[src/rtl/uart_pkg.sv]
// uart_pkg: shared widths and scheduler state encoding for the uart tx scheduler
package uart_pkg;
  localparam int UART_BYTE_W = 8;
  localparam int MAX_NREQ = 8;
  localparam int GID_W = 3;
  typedef enum logic {IDLE = 1'b0, GRANT = 1'b1} sched_state_t;
endpackage

[src/rtl/uart_tx_sched_if.sv]
// uart_tx_sched_if: requester streams (valid/data/last/ready) and transmitter link (data/load/empty_it); slave = scheduler, master = producers+tx
interface uart_tx_sched_if #(parameter int NREQ = 4);
  logic [NREQ-1:0] req_valid;
  logic [NREQ*8-1:0] req_data;
  logic [NREQ-1:0] req_last;
  logic [NREQ-1:0] req_ready;
  logic [7:0] tx_data;
  logic tx_load;
  logic tx_empty_it;
  modport master (output req_valid, req_data, req_last, tx_empty_it, input req_ready, tx_data, tx_load);
  modport slave (input req_valid, req_data, req_last, tx_empty_it, output req_ready, tx_data, tx_load);
endinterface

[src/rtl/uart_rr_arbiter.sv]
// uart_rr_arbiter: combinational round-robin pick; valid/ptr in, any/winner out (first valid at or after ptr, wrapping)
module uart_rr_arbiter import uart_pkg::*; #(
  parameter int NREQ = 4
) (
  input  logic [NREQ-1:0]  valid,
  input  logic [GID_W-1:0] ptr,
  output logic             any,
  output logic [GID_W-1:0] winner
);
  logic [NREQ-1:0] rot;
  logic [GID_W-1:0] off;
  logic [GID_W:0] sum;
  assign rot = NREQ'({valid, valid} >> ptr);
  always_comb begin
    off = '0;
    for (int j = NREQ - 1; j >= 0; j--) if (rot[j]) off = GID_W'(j);
  end
  assign any = |valid;
  assign sum = {1'b0, ptr} + {1'b0, off};
  assign winner = (sum >= (GID_W + 1)'(NREQ)) ? GID_W'(sum - (GID_W + 1)'(NREQ)) : sum[GID_W-1:0];
endmodule

[src/rtl/uart_tx_sched.sv]
// uart_tx_sched: round-robin share of one uart tx among NREQ byte streams; clk/rst/cfg_enable in, io bus, grant_active/grant_id/err_timeout out
module uart_tx_sched import uart_pkg::*; #(
  parameter int NREQ = 4,
  parameter int MAX_BURST = 16,
  parameter int IDLE_TO = 64
) (
  input  logic             clk,
  input  logic             rst,
  input  logic             cfg_enable,
  uart_tx_sched_if.slave   io,
  output logic             grant_active,
  output logic [GID_W-1:0] grant_id,
  output logic             err_timeout
);
  sched_state_t state, state_n;
  logic [GID_W-1:0] rr_ptr, rr_n, gid_n, winner, gid_inc;
  logic credit, credit_n, any, act, hs, to, rel, start, sel_valid, sel_last, tx_load_n, err_n;
  logic [7:0] burst_cnt, burst_n;
  logic [9:0] idle_cnt, idle_n;
  logic [UART_BYTE_W-1:0] sel_byte, tx_data_n;
  logic [NREQ-1:0] own;
  uart_rr_arbiter #(.NREQ(NREQ)) arb (.valid(io.req_valid), .ptr(rr_ptr), .any(any), .winner(winner));
  assign own = NREQ'(1) << grant_id;
  assign sel_valid = |(io.req_valid & own);
  assign sel_last = |(io.req_last & own);
  assign sel_byte = UART_BYTE_W'(io.req_data >> {grant_id, 3'b000});
  assign act = (state == GRANT) && cfg_enable;
  assign io.req_ready = (act && credit) ? own : '0;
  assign hs = act && credit && sel_valid;
  assign to = act && !sel_valid && (idle_cnt == 10'(IDLE_TO - 1));
  assign rel = (hs && (sel_last || (burst_cnt + 8'd1 == 8'(MAX_BURST)))) || to;
  assign start = (state == IDLE) && cfg_enable && any;
  assign gid_inc = (grant_id == GID_W'(NREQ - 1)) ? '0 : grant_id + 1'b1;
  assign grant_active = (state == GRANT);
  always_comb begin
    state_n = start ? GRANT : (state == GRANT && (!cfg_enable || rel)) ? IDLE : state;
    gid_n = start ? winner : grant_id;
    rr_n = rel ? gid_inc : rr_ptr;
    credit_n = hs ? 1'b0 : io.tx_empty_it ? 1'b1 : credit;
    burst_n = start ? 8'd0 : hs ? burst_cnt + 8'd1 : burst_cnt;
    idle_n = (start || hs) ? 10'd0 : (act && !sel_valid) ? idle_cnt + 10'd1 : idle_cnt;
    tx_load_n = hs;
    tx_data_n = hs ? sel_byte : io.tx_data;
    err_n = to;
  end
  always_ff @(posedge clk) begin
    if (rst) begin
      state <= IDLE;
      rr_ptr <= '0;
      credit <= 1'b1;
      burst_cnt <= '0;
      idle_cnt <= '0;
      grant_id <= '0;
      io.tx_load <= 1'b0;
      io.tx_data <= '0;
      err_timeout <= 1'b0;
    end else begin
      state <= state_n;
      rr_ptr <= rr_n;
      credit <= credit_n;
      burst_cnt <= burst_n;
      idle_cnt <= idle_n;
      grant_id <= gid_n;
      io.tx_load <= tx_load_n;
      io.tx_data <= tx_data_n;
      err_timeout <= err_n;
    end
  end
endmodule

[src/flat_wrapper.sv]
// flat-port wrapper written by rule: the top's interface ports become plain ports
module uart_tx_sched_flat import uart_pkg::*;
#(
  parameter int NREQ = 4,
  parameter int MAX_BURST = 16,
  parameter int IDLE_TO = 64
)
  (clk, rst, cfg_enable, grant_active, grant_id, err_timeout, io_req_valid, io_req_data, io_req_last, io_tx_empty_it, io_req_ready, io_tx_data, io_tx_load);
  uart_tx_sched_if #(.NREQ(NREQ)) io_i ();
  input  logic clk;
  input  logic rst;
  input  logic cfg_enable;
  output logic grant_active;
  output logic [GID_W-1:0] grant_id;
  output logic err_timeout;
  input wire logic [$bits(io_i.req_valid)-1:0] io_req_valid;
  input wire logic [$bits(io_i.req_data)-1:0] io_req_data;
  input wire logic [$bits(io_i.req_last)-1:0] io_req_last;
  input wire logic [$bits(io_i.tx_empty_it)-1:0] io_tx_empty_it;
  output wire logic [$bits(io_i.req_ready)-1:0] io_req_ready;
  output wire logic [$bits(io_i.tx_data)-1:0] io_tx_data;
  output wire logic [$bits(io_i.tx_load)-1:0] io_tx_load;
  assign io_i.req_valid = io_req_valid;
  assign io_i.req_data = io_req_data;
  assign io_i.req_last = io_req_last;
  assign io_i.tx_empty_it = io_tx_empty_it;
  assign io_req_ready = io_i.req_ready;
  assign io_tx_data = io_i.tx_data;
  assign io_tx_load = io_i.tx_load;
  uart_tx_sched #(.NREQ(NREQ), .MAX_BURST(MAX_BURST), .IDLE_TO(IDLE_TO)) u_core (.clk(clk), .rst(rst), .cfg_enable(cfg_enable), .io(io_i), .grant_active(grant_active), .grant_id(grant_id), .err_timeout(err_timeout));
endmodule
[config.mk]
export PLATFORM = sky130hd
export DESIGN_NAME = uart_tx_sched_flat
export DESIGN_NICKNAME = d
export VERILOG_FILES = /design/src/rtl/uart_pkg.sv /design/src/rtl/uart_tx_sched_if.sv /design/src/rtl/uart_rr_arbiter.sv /design/src/rtl/uart_tx_sched.sv /design/src/flat_wrapper.sv
export SDC_FILE = /design/constraint.sdc
export NUM_CORES = 1
export LEC_CHECK = 0
export ABC_CLOCK_PERIOD_IN_PS = 2300
export CAP_MARGIN = 20
export CORE_ASPECT_RATIO = 2
export CORE_MARGIN = 2
export CORE_UTILIZATION = 43
export DETAILED_ROUTE_END_ITERATION = 8
export GPL_ROUTABILITY_DRIVEN = 0
export GPL_TIMING_DRIVEN = 1
export MAX_ROUTING_LAYER = met4
export PLACE_DENSITY_LB_ADDON = 0.1
export SETUP_SLACK_MARGIN = 0.02
export SYNTH_ARGS = -nofsm -noshare
export SYNTH_HDL_FRONTEND = slang
export SYNTH_SLANG_ARGS = --single-unit
export TNS_END_PERCENT = 1
[constraint.sdc]
create_clock -name clk -period 2.3 [get_ports clk]
set_clock_uncertainty 0.05 [all_clocks]
set_input_delay 0.69 -clock clk [delete_from_list [all_inputs] [get_ports clk]]
set_output_delay 0.69 -clock clk [all_outputs]
set_load 0.01 [all_outputs]
# Yosys cells after proc, flatten, opt, wreduce, memory -nomap -nowiden
# Index checks and enable logic that the tools add are counted.
# word_totals
reg_bits	36
in_bits	44
elab_cells	57
# op_classes
n_addsub	5
magnitude_cmp	1
eq_ne	3
shifts	3
muxes	11
n_bitwise	3
reduce_logical	22
# op_table
cell	n
32-bit by 6-bit >> shifter with 8-bit output	1
3-bit 2-to-1 mux	5
4-bit OR reduction	3
10-bit by 1-bit adder with 10-bit output (second input constant)	1
10-bit by 6-bit equality test with 1-bit output (second input constant)	1
1-bit logical AND	9
8-bit by 1-bit adder with 8-bit output (second input constant)	1
4-bit AND	2
8-bit by 5-bit equality test with 1-bit output (second input constant)	1
8-bit by 3-bit >> shifter with 4-bit output	1
3-bit by 3-bit adder with 4-bit output	1
4-bit by 3-bit >= comparator with 1-bit output (second input constant)	1
1-bit logical OR	4
1-bit 2-to-1 mux	4
4-bit 2-to-1 mux	1
2-bit nonzero test	2
2-bit OR reduction	2
1-bit by 3-bit left shift with 4-bit output (first input constant)	1
3-bit by 1-bit adder with 3-bit output (second input constant)	1
3-bit by 2-bit equality test with 1-bit output (second input constant)	1
3-bit subtractor (second input constant)	1
1-bit zero test	2
2-bit 2-to-1 mux	1
1-bit inverter	1

# Longest topological paths before layout
# logic_depth
depth_word	11
depth_mapped	11

# Cells and area by module
# From an unflattened synthesis, not the netlist that was laid out.
# hier_totals
hier_cells	226
area_unflattened_um2	2102.0
# by_module_without_submodules
module	n_inst	cells_per_inst	area_per_inst_um2
uart_tx_sched	1	203	1880.6
uart_rr_arbiter	1	23	221.5

# Least setup slack after synthesis
# Ideal clock, no wire load.
# synth_path
path_kind	reg2reg
from	register u_core.grant_id[1]
to	register u_core.state (netlist: u_core.grant_active)
setup_ns	0.117
arrival_ns	2.075
t_required_ns	2.133
slack_ns	0.058
stages_incl_launch_ff	9
cell_sequence	dfxtp_1 > clkbuf_1 > inv_1 > ha_1 > a22oi_2 > a21oi_1 > nor4_1 > a211oi_2 > a22o_1
# synth_between
elab_chain_cells	10
# synth_rtl
item	line	text
start: declaration	uart_tx_sched.sv:12	output logic [GID_W-1:0] grant_id,
start signal: assignment	uart_tx_sched.sv:63	grant_id <= gid_n;
1-bit by 3-bit left shift with 4-bit output *	uart_tx_sched.sv:23	assign own = NREQ'(1) << grant_id;
4-bit AND	uart_tx_sched.sv:24	assign sel_valid = |(io.req_valid & own);
4-bit OR reduction	uart_tx_sched.sv:24	
1-bit zero test	uart_tx_sched.sv:30	assign to = act && !sel_valid && (idle_cnt == 10'(IDLE_TO - 1));
1-bit logical AND (2 in a row)	uart_tx_sched.sv:30	
1-bit logical OR *	uart_tx_sched.sv:31	assign rel = (hs && (sel_last || (burst_cnt + 8'd1 == 8'(MAX_BURST)))) || to;
1-bit logical OR *	uart_tx_sched.sv:36	state_n = start ? GRANT : (state == GRANT && (!cfg_enable || rel)) ? IDLE : state;
1-bit logical AND *	uart_tx_sched.sv:36	
2-bit nonzero test (no line) *	n/a	
end signal: assignment	uart_tx_sched.sv:58	state <= state_n;
end: declaration	uart_tx_sched.sv:15	sched_state_t state, state_n;
# Every way passes the cells marked *; elsewhere a longest branch is shown, timed or not.
# A chain may end at the register's enable or synchronous reset.

# Final worst setup path
# layout_path
from	input io_req_valid[2]
to	register u_core.grant_id[2]
# layout_between
elab_chain_cells	8
# layout_rtl
item	line	text
start: declaration	flat_wrapper.sv:16	input wire logic [$bits(io_i.req_valid)-1:0] io_req_valid;
8-bit by 3-bit >> shifter with 4-bit output	uart_rr_arbiter.sv:13	assign rot = NREQ'({valid, valid} >> ptr);
2-bit 2-to-1 mux	uart_rr_arbiter.sv:16	for (int j = NREQ - 1; j >= 0; j--) if (rot[j]) off = GID_W'(j);
3-bit 2-to-1 mux (3 in a row)	uart_rr_arbiter.sv:16	
3-bit by 3-bit adder with 4-bit output	uart_rr_arbiter.sv:19	assign sum = {1'b0, ptr} + {1'b0, off};
4-bit by 3-bit >= comparator with 1-bit output / 3-bit subtractor (equally long branches)	uart_rr_arbiter.sv:20	assign winner = (sum >= (GID_W + 1)'(NREQ)) ? GID_W'(sum - (GID_W + 1)'(NREQ)) : sum[GID_W-1:0];
3-bit 2-to-1 mux	uart_rr_arbiter.sv:20	
# Parallel ways exist; a longest one is shown, timed or not.

==> reports/metrics.yaml <==
dr.pass1.iters: 4
async_flop_share: 0
cp-start-kind: "input port"
start_util: 0.4416
fillers: 434
synth_flop_cell: "dfxtp_1"
wl_per_cell_um: 14.89
cp_max_fo: 2
avgSynthCellArea_um2: 8.951
core_um2: 4865
grt_pass1_wl_um: 9846
fmax_ghz: 0.4494
seq_area_frac_synth: 0.3355
cp_common_cell: "a21o_1"
path_cells: "dlygate4sd2_1 -> nor2b_2 -> a21o_1 -> o21ai_2 -> a21o_1 -> ha_1 -> inv_1 -> fa_2 -> nor3b_2 -> mux2i_1 -> nor2_1"
worst_pin_slew_ns: 0.4306
slowest_stage: "fa_2"
antenna_found_initial: 0
rows: 36
synth_cell_type_count: 51
syn_nets: 294
nets: 385
viasPerCell: 5.401
worst_hold_path_type: "register to register"
n_antenna_cell: 0
synth-compound-area-share: 0.1561
synth-simple-area-share: 0.2504
cts_sinks: 36
rsz0062_at_grt: "yes"
required_ns: 2.49
insertion_delay_ns: 0.30
final_cell_area_um2: 3166
report.final.slew_viol_count: 0
dpl_cell_area_um2: 3039
synth.mux.area_fraction: 0.1072
clkSlewWorstSetupHoldPaths_ns: 0.08
grt_remaining_overflow: 0
cts_root_buf: "clkbuf_8"
netlist_area_um2: 2148
chipHeight_um: 104.0
track_usage: 0.2393
synth_xor_area_frac: 0.04892
grt_pass1_vias: 2164
slowest_delay_ns: 0.33
ir_drop_uv: 525.6
cts_tree: "done"
finalWirelength_um: 5791
die_area_um2: 5612
ys_warn_count: 0
drt_iter0_markers: 41
crit_arrival_ns: 2.41
cap_violations: 0
dpl.hpwl_um: 4576
area_delta_synth_final_pct: 47.35
clockBufferDepth: 2
io_pins: 62
drive_gt1_frac: 0.2229
place_ws_ns: -0.6618
p_per_area_nw_per_um2: 480.2
final_cell_mix: "clkdlybuf4s50_1, dfxtp_1, nand2_1, buf_4, nor2_1"
synthesis.instances: 240
fin_util: 0.6507
synth-seq-cells: 36
drt.antenna.violating_nets: 0
p_leak_nw: 1.213
setup_violations: 0
worstSetupPathType: "input port to register"
synth_top_family_by_area: "simple AND/OR/NAND/NOR gates"
synthAdderAreaFrac: 0.06174
synth_edf_count: 0
htree_levels: 2
fin_ws_ns: 0.07462
fin_crit_sh: 0.9676
end_kind: "register"
cts_inserted_buffers: 5
portBuffers: 61
layout_commonest_cell: "clkdlybuf4s50_1"
slew-limit-headroom: 0.7084
period_needed_ns: 2.225
via_count: 2101
grt_max_degree: 12
remaining_drc_errors: 0
hold_viol_final: 0
status: "finished clean"
die_w_um: 53.98
routing by layer:
layer  wire length [µm]  vias up  global-route usage
met5                  0        -                   -
met4                138        0             0.09464
li1                   -     1043                   -
met3                183       10             0.04167
met2               3281       54              0.4172
met1               2187      994              0.2525
final timing paths:
| kind | from | end | slack, ns | cells after the start |
|---|---|---|---|---|
| worst min register to register | u_core.io.tx_data[0] | u_core.io.tx_data[0] | 0.41 | 2 |
| worst max-delay path | io_req_valid[2] | u_core.grant_id[2] | 0.07 | 11 |
| worst min-delay path | u_core.io.tx_data[0] | u_core.io.tx_data[0] | 0.41 | 2 |
| worst max register to register | u_core.rr_ptr[0] | u_core.grant_id[2] | 0.24 | 11 |
cell usage after synthesis, types with 2 or more instances:
cell type | number | share of area
dfxtp_1 | 36 | 0.34
nand2_1 | 34 | 0.059
nor2_1 | 16 | 0.028
a21oi_1 | 14 | 0.033
o21ai_0 | 14 | 0.033
ha_1 | 9 | 0.052
inv_1 | 9 | 0.016
xnor2_1 | 9 | 0.037
mux4_2 | 8 | 0.084
nand3_1 | 7 | 0.016
nor3_1 | 7 | 0.016
clkbuf_1 | 6 | 0.010
nor4_1 | 6 | 0.017
and2_1 | 5 | 0.015
mux2i_1 | 5 | 0.023
or3_1 | 4 | 0.012
a22o_1 | 3 | 0.012
buf_2 | 3 | 0.0070
nand4_1 | 3 | 0.0087
xor2_1 | 3 | 0.012
a211oi_1 | 2 | 0.0070
a21o_1 | 2 | 0.0070
a22oi_2 | 2 | 0.012
and3_1 | 2 | 0.0058
nand2b_1 | 2 | 0.0058
nor2b_1 | 2 | 0.0058
nor3b_1 | 2 | 0.0070
nor4_2 | 2 | 0.012
final cells by class:
cell class	count	area, µm²	area share
tap	57	71.32	0.02253
clock buffer	6	72.57	0.02292
multi-input combinational	184	1374	0.4340
inverter	10	37.54	0.01186
clock inverter	2	35.03	0.01107
timing repair buffer	94	853.3	0.2696
sequential	36	721.9	0.2281
registers in the layout, indices dropped and copies added, names as in the netlist:
name and count:
u_core.credit 1, u_core.io.tx_load 1, u_core.burst_cnt 8, u_core.err_timeout 1, u_core.grant_active 1, u_core.io.tx_data 8, u_core.rr_ptr 3, u_core.idle_cnt 10
u_core.grant_id 3
cells by family after synthesis:
family          count (synthesis)
buf+inv                        20
mux                            13
simple gates                  101
xor+xnor                       12
fa+ha+maj                      10
flops                          36
compound gates                 48
critical path, delay by kind of cell:
kind                     cells  cell delay, ns
multiplexers                 1            0.09
AO/OA/AOI/OAI                3            0.41
adder cells (fa/ha/maj)      2            0.48
AND/OR/NAND/NOR              3            0.44
buffers and inverters        2            0.32
through the flow:
stage / setup TNS, ns / power, mW / cells / hold slack, ns
5_1_grt: -0.01728 / 1.580 / 389 / 0.4332
3_3_place_gp: -11.80 / 0.9684 / 379 / 0.3919
6_report: 0 / 1.520 / 389 / 0.4064
4_1_cts: 0 / 1.537 / 389 / 0.4093
3_5_place_dp: -12.77 / 0.9730 / 379 / 0.4010
2_1_floorplan: 0 / 0.7986 / 240 / 0.4143
what timing repair did:
action | in CTS | in global routing
setup buffers | 2 | 0
pin swaps | 2 | 2
setup endpoints to repair | 23 | 11
resized for setup | 28 | 8
hold buffers | 0 | 0
power by group:
group          leakage, nW  total, mW  switching, mW  internal (mW)
clock               0.0552      0.561          0.239          0.322
sequential           0.291      0.646         0.0111          0.635
combinational        0.866      0.313          0.130          0.183
total                 1.21       1.52          0.381           1.14
(Power assumes the default switching activity.)
